[config.mk]
export PLATFORM = sky130hd
export DESIGN_NAME = uart_rx_deserializer_flat
export DESIGN_NICKNAME = d
export VERILOG_FILES = /design/src/rtl/uart_rx_deserializer_if.sv /design/src/rtl/uart_rx_deserializer.sv /design/src/flat_wrapper.sv
export SDC_FILE = /design/constraint.sdc
export NUM_CORES = 1
export LEC_CHECK = 0
export CAP_MARGIN = 20
export CORE_MARGIN = 4
export CORE_UTILIZATION = 50
export DETAILED_ROUTE_END_ITERATION = 7
export PLACE_DENSITY = 0.77
export SYNTH_ARGS = -nofsm -noshare
export SYNTH_HDL_FRONTEND = slang
export SYNTH_SLANG_ARGS = --single-unit
[constraint.sdc]
create_clock -name clk -period 1.85 [get_ports clk]
set_input_delay 0.185 -clock clk [delete_from_list [all_inputs] [get_ports clk]]
set_output_delay 0.185 -clock clk [all_outputs]
set_load 0.03 [all_outputs]
[src/rtl/uart_rx_deserializer_if.sv]
// Serial line plus received-byte outputs of the UART receive path.
// master drives the line and consumes bytes; slave is the deserializer.
interface uart_rx_deserializer_if;
  logic       serial_dat_in;
  logic [7:0] rx_data;
  logic       rx_valid;
  logic       frame_err;
  logic       busy;

  modport master (
    output serial_dat_in,
    input  rx_data,
    input  rx_valid,
    input  frame_err,
    input  busy
  );

  modport slave (
    input  serial_dat_in,
    output rx_data,
    output rx_valid,
    output frame_err,
    output busy
  );
endinterface

[src/rtl/uart_rx_deserializer.sv]
// 8N1 UART receiver: 2-flop synchroniser, mid-bit start validation, centre sampling,
// stop-bit check with one-cycle valid / framing-error pulses.
module uart_rx_deserializer #(
  parameter int unsigned CLKS_PER_BIT = 434,
  parameter int unsigned HALF_BIT     = 217,
  parameter int unsigned CNT_WIDTH    = 9
) (
  input  logic                 clk,
  input  logic                 rst,
  uart_rx_deserializer_if.slave bus
);

  typedef enum logic [2:0] {
    IDLE     = 3'd0,
    START    = 3'd1,
    DATA     = 3'd2,
    STOP     = 3'd3,
    BRK_WAIT = 3'd4
  } state_t;

  localparam logic [CNT_WIDTH-1:0] HALF_TC = CNT_WIDTH'(HALF_BIT - 1);
  localparam logic [CNT_WIDTH-1:0] BIT_TC  = CNT_WIDTH'(CLKS_PER_BIT - 1);

  logic                 sync1_q, rx_s_q;
  state_t               state_q, state_d;
  logic [CNT_WIDTH-1:0] cnt_q, cnt_d;
  logic [2:0]           bit_idx_q, bit_idx_d;
  logic [7:0]           shift_q, shift_d;
  logic [7:0]           rx_data_q, rx_data_d;
  logic                 rx_valid_q, rx_valid_d;
  logic                 frame_err_q, frame_err_d;
  logic                 busy_q;

  always_ff @(posedge clk or posedge rst) begin
    if (rst) begin
      sync1_q <= 1'b1;
      rx_s_q  <= 1'b1;
    end else begin
      sync1_q <= bus.serial_dat_in;
      rx_s_q  <= sync1_q;
    end
  end

  always_ff @(posedge clk or posedge rst) begin
    if (rst) begin
      state_q     <= IDLE;
      cnt_q       <= '0;
      bit_idx_q   <= '0;
      shift_q     <= '0;
      rx_data_q   <= '0;
      rx_valid_q  <= 1'b0;
      frame_err_q <= 1'b0;
      busy_q      <= 1'b0;
    end else begin
      state_q     <= state_d;
      cnt_q       <= cnt_d;
      bit_idx_q   <= bit_idx_d;
      shift_q     <= shift_d;
      rx_data_q   <= rx_data_d;
      rx_valid_q  <= rx_valid_d;
      frame_err_q <= frame_err_d;
      busy_q      <= (state_d != IDLE);
    end
  end

  // Counter is cleared at every sample point and state change; no free-running tick.
  always_comb begin
    state_d     = state_q;
    cnt_d       = cnt_q + CNT_WIDTH'(1);
    bit_idx_d   = bit_idx_q;
    shift_d     = shift_q;
    rx_data_d   = rx_data_q;
    rx_valid_d  = 1'b0;
    frame_err_d = 1'b0;

    case (state_q)
      IDLE: begin
        cnt_d     = '0;
        bit_idx_d = '0;
        if (!rx_s_q) state_d = START;
      end
      START: begin
        if (cnt_q == HALF_TC) begin
          cnt_d   = '0;
          state_d = rx_s_q ? IDLE : DATA;
        end
      end
      DATA: begin
        if (cnt_q == BIT_TC) begin
          cnt_d     = '0;
          shift_d   = {rx_s_q, shift_q[7:1]};
          bit_idx_d = bit_idx_q + 3'd1;
          if (bit_idx_q == 3'd7) state_d = STOP;
        end
      end
      STOP: begin
        if (cnt_q == BIT_TC) begin
          cnt_d = '0;
          if (rx_s_q) begin
            rx_data_d  = shift_q;
            rx_valid_d = 1'b1;
            state_d    = IDLE;
          end else begin
            frame_err_d = 1'b1;
            state_d     = BRK_WAIT;
          end
        end
      end
      BRK_WAIT: begin
        cnt_d = '0;
        if (rx_s_q) state_d = IDLE;
      end
      default: begin
        cnt_d   = '0;
        state_d = IDLE;
      end
    endcase
  end

  assign bus.rx_data   = rx_data_q;
  assign bus.rx_valid  = rx_valid_q;
  assign bus.frame_err = frame_err_q;
  assign bus.busy      = busy_q;

endmodule
[src/flat_wrapper.sv]
// flat-port wrapper written by rule: the top's interface ports become plain ports
module uart_rx_deserializer_flat 
#(
  parameter int unsigned CLKS_PER_BIT = 434,
  parameter int unsigned HALF_BIT     = 217,
  parameter int unsigned CNT_WIDTH    = 9
)
  (clk, rst, bus_serial_dat_in, bus_rx_data, bus_rx_valid, bus_frame_err, bus_busy);
  uart_rx_deserializer_if bus_i ();
  input  logic clk;
  input  logic rst;
  input wire logic [$bits(bus_i.serial_dat_in)-1:0] bus_serial_dat_in;
  output wire logic [$bits(bus_i.rx_data)-1:0] bus_rx_data;
  output wire logic [$bits(bus_i.rx_valid)-1:0] bus_rx_valid;
  output wire logic [$bits(bus_i.frame_err)-1:0] bus_frame_err;
  output wire logic [$bits(bus_i.busy)-1:0] bus_busy;
  assign bus_i.serial_dat_in = bus_serial_dat_in;
  assign bus_rx_data = bus_i.rx_data;
  assign bus_rx_valid = bus_i.rx_valid;
  assign bus_frame_err = bus_i.frame_err;
  assign bus_busy = bus_i.busy;
  uart_rx_deserializer #(.CLKS_PER_BIT(CLKS_PER_BIT), .HALF_BIT(HALF_BIT), .CNT_WIDTH(CNT_WIDTH)) u_core (.clk(clk), .rst(rst), .bus(bus_i));
endmodule
After elaboration in Yosys (flattened, before gate mapping)

Cells that the tools add are included.

Output and inout port bits: 11
Bits of input ports: 3
Flip-flop bits (word level): 36
Logic and storage cells: 47

Reductions and logical operators: 7
Eq/ne operators: 8
Muxes and demuxes: 20
$add $sub $neg: 2

Operators by type and width:

| operator                                                                 | count |
|---|---|
| 3-bit 2-to-1 mux                                                         | 8 |
| 9-bit 2-to-1 mux                                                         | 2 |
| 9-bit one-hot mux with 2 select lines                                    | 1 |
| 3-bit one-hot mux with 5 select lines                                    | 1 |
| 9-bit by 1-bit adder with 9-bit output (second input constant)           | 1 |
| 9-bit by 8-bit == test with 1-bit output (second input constant)         | 1 |
| 9-bit == test (second input constant)                                    | 1 |
| 3-bit by 2-bit == test with 1-bit output (second input constant)         | 2 |
| 3-bit == test (second input constant)                                    | 2 |
| 1-bit 2-to-1 mux                                                         | 6 |
| 3-bit one-hot mux with 2 select lines                                    | 1 |
| 2-bit AND reduction                                                      | 2 |
| 3-bit by 1-bit adder with 3-bit output (second input constant)           | 1 |
| 3-bit by 1-bit == test with 1-bit output (second input constant)         | 1 |
| 3-bit zero test                                                          | 1 |
| 3-bit AND reduction                                                      | 1 |
| 3-bit nonzero test                                                       | 1 |
| 2-bit 2-to-1 mux                                                         | 1 |
| 2-bit by 1-bit inequality test with 1-bit output (second input constant) | 1 |
| 2-bit nonzero test                                                       | 1 |
| 2-bit OR reduction                                                       | 1 |

Longest topological paths before layout

Gate-level depths: netlist (run 1).

Word-level depth: 5
Mapped depth: 8
Depth with buffers taken out: 6

Worst setup path before layout (run 1)

Ideal clock, no wire load.

Path type: reg-to-reg
From: register u_core.cnt_q[1]
To: register u_core.rx_data_q[0] (netlist: u_core.bus.rx_data[0])
Clock period less this slack: 1.752 ns
Setup time: 0.125 ns
Path slack: 0.098 ns
Buffers on the path: 1
Required time: 1.725 ns
Arrival: 1.627 ns
Stages on the path, launching flop included: 8
Path through: dfrtp_1 inv_1 ha_1 and4b_1 buf_2 nand2_4 nor3_4 mux2_2

Longest elaborated chain between the ends: 2

RTL lines:

| item                                 | line                       | RTL |
|---|---|---|
| start: declaration                   | uart_rx_deserializer.sv:26 | `logic [CNT_WIDTH-1:0] cnt_q, cnt_d;` |
| start signal: assignment             | uart_rx_deserializer.sv:56 | `cnt_q <= cnt_d;` |
| 9-bit == test                        | uart_rx_deserializer.sv:97 | `if (cnt_q == BIT_TC) begin` |
| 3-bit AND reduction (no source line) | n/a                        |  |
| end signal: assignment               | uart_rx_deserializer.sv:59 | `rx_data_q <= rx_data_d;` |
| end: declaration                     | uart_rx_deserializer.sv:29 | `logic [7:0] rx_data_q, rx_data_d;` |

No other way between the ends.
A chain may end at the register's enable or synchronous reset.

Worst setup path after layout (run 1)

From: register u_core.cnt_q[1]
To: register u_core.rx_data_q[1] (netlist: u_core.bus.rx_data[1])

The elaborated chain is that of the path after synthesis.

==> flow_metrics.tcl, run 1 <==
set metrics [dict create \
    viasPerCell 5.22 \
    hold_violations 0 \
    final_cell_mix "dfrtp_1 (33), nor2_1 (19), mux2_2 (14)" \
    rsz0062_at_grt "true" \
    route.antenna.remaining_nets 0 \
    ys.flop_type "dfrtp_1" \
    cts_buffers 5 \
    hold_path.class "in2async" \
    end_kind "flop" \
    die_height_microns 65.3 \
    drv_cap 0 \
    yosysSeqAreaShare_pct 54.9 \
    yosysWarnings 0 \
    grt_pass1_vias 1125 \
    yosysUniqueCellTypes 36 \
    drt-total-wl_microns 2830 \
    ys_ff_latch 36 \
    worstMarginPinSlew_ps 459 \
    antennaDiodeCount 0 \
    start_util_pct 53.0 \
    critPathMaxFanout 5 \
    coreArea_sq_um 3100 \
    status "completed" \
    syn-cell-area_sq_um 1640 \
    synthArstFlopShare_pct 100 \
    wire_per_inst_microns 13.5 \
    gp_congestion 0.829 \
    synth_edf_count 0 \
    overflow 0 \
    vias 1090 \
    cts-root-buf "clkbuf_4" \
    setup_viol 0 \
    row_count 20 \
    cts.sinks 36 \
    grt_pass1_wl_microns 4790 \
    grt_max_degree 37 \
    max_freq_ghz 0.548 \
    syn_to_final_growth_pct 23.1 \
    cts_hold_buffers 0 \
    place_ws_ps -3.60 \
    layout_commonest_cell "dfrtp_1" \
    p_leak_nw 0.931 \
    antenna_found_initial 0 \
    track_usage_pct 15.1 \
    clk_latency_ps 330 \
    syn-num-nets 147 \
    critPathKind "reg2reg" \
    dpl.hpwl_microns 2040 \
    die_x_microns 65.3 \
    final_nets 172 \
    pin_count 14 \
    slew_violations 0 \
    drt_iter0_markers 49 \
    place_inst 198 \
    fin_crit_ps 1830 \
    start_kind "flop" \
    fin_crit_sh_pct 98.7 \
    placedInstanceArea_sq_um 1870 \
    dr.pass1.iters 4 \
    cp.required_ps 2080 \
    drive_gt1_share_pct 27.3 \
    port_buffers 13 \
    vdd_drop_max_mv 0.464 \
    fin_util_pct 65.2 \
    clockBufferDepth 2 \
    power_density_nw_per_um2 662 \
    drc_errors 0 \
    p_total_mw 1.34 \
    clock-skew-final_ps 13.4 \
    final_cell_area_sq_um 2020 \
    netlist_instances 139 \
    clk_pin_slew_ps 110 \
    cts_tree "yes" \
    htree_levels 2 \
    fin_cells 209 \
    max_slew_margin_pct 69.4 \
    dieArea_sq_um 4270 \
    avgSynthCellArea_sq_um 11.8 \
    setup_ws_ps 24.3 \
    timing.critical_path.arrival_ps 2060 \
]
-- routing by layer --
layer / part of all wire [%] / track usage, %
met1: 42 / 15.4
met4: 1.8 / 7.77
met2: 53 / 27.7
met5: 0 / 0
met3: 3.0 / 4.10
-- cell usage after synthesis, drive strengths merged (2+ instances only) --
cell type | count | share of area, %
mux2i | 3 | 1.8
o21ai | 5 | 2.2
mux2 | 15 | 10
nor3 | 4 | 1.9
nor4 | 2 | 0.76
dfrtp | 34 | 52
nand4 | 2 | 0.76
dfstp | 2 | 3.2
nor2 | 20 | 4.6
xor2 | 2 | 1.1
a21oi | 4 | 1.2
clkbuf | 2 | 0.53
xnor2 | 5 | 2.7
nand3 | 4 | 1.2
nand2 | 5 | 1.6
ha | 5 | 3.8
inv | 8 | 1.8
buf | 3 | 0.91
-- worst paths after layout --
kind,startpoint,end,slack (ps),depth (start not counted)
hold / removal,rst,u_core.shift_q[4]$_DFFE_PP0P_,240,3
max in group asynchronous,rst,u_core.rx_s_q$_DFF_PP1_,1250,3
hold reg to reg,u_core.sync1_q$_DFF_PP1_,u_core.rx_s_q$_DFF_PP1_,360,0
setup reg to reg,u_core.cnt_q[1]$_DFF_PP0_,u_core.bus.rx_data[1]$_DFFE_PP0P_,20,7
min in group clk,bus_serial_dat_in,u_core.sync1_q$_DFF_PP1_,260,1
setup / recovery,u_core.cnt_q[1]$_DFF_PP0_,u_core.bus.rx_data[1]$_DFFE_PP0P_,20,7
-- per-stage QoR --
step	hold WS, ps	setup TNS, ps
final	242	0
after global routing	247	-190
after CTS	246	0
after detailed placement	347	-6.86
after global placement	346	0
after floorplan	189	0
-- layout make-up --
type / instances / area (sq um)
inverters: 8 / 30.0
flip-flops and latches: 36 / 905
repair buffers: 22 / 228
fillers: 254 / 1080
multi-input cells: 91 / 731
clock inverters: 2 / 35.0
clock buffers: 6 / 41.3
well taps: 44 / 55.1
-- state kept, by name (all words and copies together) (netlist names) --
name and cells:
u_core.state_q 3, u_core.bus.busy 1, u_core.shift_q 8, u_core.bus.rx_valid 1, u_core.bus.rx_data 8, u_core.cnt_q 9
u_core.rx_s_q 1, u_core.sync1_q 1, u_core.bit_idx_q 3, u_core.bus.frame_err 1
-- worst max-delay path, cell delays in order, from the launching register on --
cell,delay [ps]
dfrtp_1,420
inv_2,90
ha_4,110
and4b_2,310
nand2_4,70
nor3_4,220
clkbuf_16,200
mux2_2,320
-- power by group --
part	switching, mW	internal (mW)	total (mW)	leakage (nW)
clock	0.242	0.283	0.526	0.0422
combinational	0.0169	0.00596	0.0229	0.414
sequential	0.00191	0.790	0.792	0.474
total	0.261	1.08	1.34	0.931
-- kinds of logic (layout without fill, tap and decap cells) --
kind of cell	after synthesis	count (layout)	synth area share, %
XOR/XNOR	7	7	3.73
AO/OA/AOI/OAI	16	17	7.15
adder cells (fa/ha/maj)	5	5	3.81
buffers and inverters	13	38	3.27
multiplexers	18	18	12.1
AND/OR/NAND/NOR	44	44	15.0
flip-flops	36	36	54.9
-- timing repair --
action | in CTS | in global routing
gates resized for setup | 1 | 8
pin swaps | 0 | 3
cloned | 0 | 2
buffers inserted | 0 | 1
endpoints found under the setup margin | 4 | 17
(Power assumes the default switching activity.)
==> run 2, diff against run 1 <==
--- a/config.mk
+++ b/config.mk
@@ -7,9 +7,9 @@
 export LEC_CHECK = 0
 export CAP_MARGIN = 20
 export CORE_MARGIN = 4
-export CORE_UTILIZATION = 50
+export CORE_UTILIZATION = 51
 export DETAILED_ROUTE_END_ITERATION = 7
-export PLACE_DENSITY = 0.77
+export PLACE_DENSITY = 0.78
 export SYNTH_ARGS = -nofsm -noshare
 export SYNTH_HDL_FRONTEND = slang
 export SYNTH_SLANG_ARGS = --single-unit
==> flow_metrics.tcl, run 2 (synthesized netlist as in run 1, its figures left out) <==
set metrics [dict create \
    status "completed" \
    p_leak_nw 0.952 \
    rsz0062_at_grt "true" \
    syn_to_final_growth_pct 25.9 \
    layout_commonest_cell "dfrtp_1" \
    drive_gt1_share_pct 28.3 \
    hold_path.class "in2async" \
    reg2regPathDepth 6 \
    final_nets 173 \
    cts_buffers 5 \
    final_cell_mix "dfrtp_1 (33), nor2_1 (19), clkdlybuf4s50_1 (13)" \
    antenna_found_initial 0 \
    die_x_microns 64.8 \
    htree_levels 2 \
    fin_crit_ps 1840 \
    placedInstanceArea_sq_um 1870 \
    overflow 0 \
    wire_per_inst_microns 13.9 \
    vdd_drop_max_mv 0.462 \
    track_usage_pct 15.3 \
    cp.required_ps 2080 \
    coreArea_sq_um 3080 \
    drt_iter0_markers 61 \
    power_density_nw_per_um2 689 \
    tns_ps 0 \
    final_cell_area_sq_um 2070 \
    clockBufferDepth 2 \
    worstMarginPinSlew_ps 436 \
    grt_max_degree 37 \
    dpl.hpwl_microns 1950 \
    largest_reg_flops 9 \
    timing.critical_path.arrival_ps 2070 \
    grt_pass1_vias 1107 \
    drc_errors 0 \
    viasPerCell 5.30 \
    pin_count 14 \
    grt_pass1_wl_microns 4910 \
    p_total_mw 1.43 \
    slew_violations 0 \
    port_buffers 13 \
    antennaDiodeCount 0 \
    critPathKind "reg2reg" \
    gp_congestion 0.860 \
    fin_crit_sh_pct 99.5 \
    setup_ws_ps 10.0 \
    start_kind "flop" \
    die_height_microns 64.8 \
    route.antenna.remaining_nets 0 \
    vias 1114 \
    row_count 20 \
    max_slew_margin_pct 70.9 \
    end_kind "flop" \
    cts-root-buf "clkbuf_4" \
    regMostFlops "u_core.cnt_q" \
    clk_pin_slew_ps 110 \
    dr.pass1.iters 4 \
    drt-total-wl_microns 2910 \
    cts_tree "yes" \
    clk_latency_ps 340 \
    place_ws_ps -5.60 \
    setup_viol 0 \
    dieArea_sq_um 4200 \
    start_util_pct 53.4 \
    drv_cap 0 \
    hold_violations 0 \
    clock-skew-final_ps 9.18 \
    max_freq_ghz 0.543 \
    cts.sinks 36 \
    critPathMaxFanout 4 \
]
==> run 2: repair_timing <==
item	CTS	global route
endpoints found under the setup margin	15	18
gates cloned	0	2
resized for setup	1	14
buffers inserted	0	2
hold buffers	0	0
endpoints found under the hold margin	0	0
pin swaps	1	3
==> run 2: final timing paths <==
path                                           start  slack [ps]                   endpoint
hold / removal                                   rst         220  u_core.cnt_q[4]$_DFF_PP0_
min in group clk                   bus_serial_dat_in         230   u_core.sync1_q$_DFF_PP1_
max in group asynchronous                        rst        1290    u_core.rx_s_q$_DFF_PP1_
setup / recovery           u_core.cnt_q[0]$_DFF_PP0_          10  u_core.cnt_q[2]$_DFF_PP0_
setup reg to reg           u_core.cnt_q[0]$_DFF_PP0_          10  u_core.cnt_q[2]$_DFF_PP0_
hold reg to reg             u_core.sync1_q$_DFF_PP1_         360    u_core.rx_s_q$_DFF_PP1_
==> run 2: cell type report <==
| cell class | instances | area (sq um) |
|---|---|---|
| clock buffers | 7 | 65.1 |
| well taps | 44 | 55.1 |
| fillers | 242 | 1010 |
| clock inverters | 1 | 30.0 |
| repair buffers | 23 | 235 |
| inverters | 8 | 30.0 |
| flip-flops and latches | 36 | 905 |
| multi-input cells | 91 | 749 |
==> run 2: report_power, final <==
group,switching [mW],internal (mW),total [mW]
combinational,0.0167,0.00594,0.0226
sequential,0.00197,0.790,0.792
clock,0.251,0.359,0.610
==> run 2: metrics by stage <==
step	utilization (%)	instances	hold WS, ps
floorplan	-	139	189
global placement	60.8	198	346
detailed placement	60.8	198	347
CTS	63.9	206	218
global route	67.2	210	217
finish	67.2	210	222
==> run 2: critical path: stages (launching register included) <==
cell and delay (ps):
dfrtp_2 460, inv_1 70, ha_1 140, or4b_4 490, o211a_4 270, o21ai_2 220, nor2_1 70
==> run 2: layer usage <==
layer	up-vias	part of all wire (%)	wire (microns)	track usage [%]
met1	549	43	1260	18.5
met2	20	51	1490	24.5
li1	541	-	-	-
met4	0	1.4	40	6.60
met3	4	4.3	126	5.55
met5	-	0	0	0
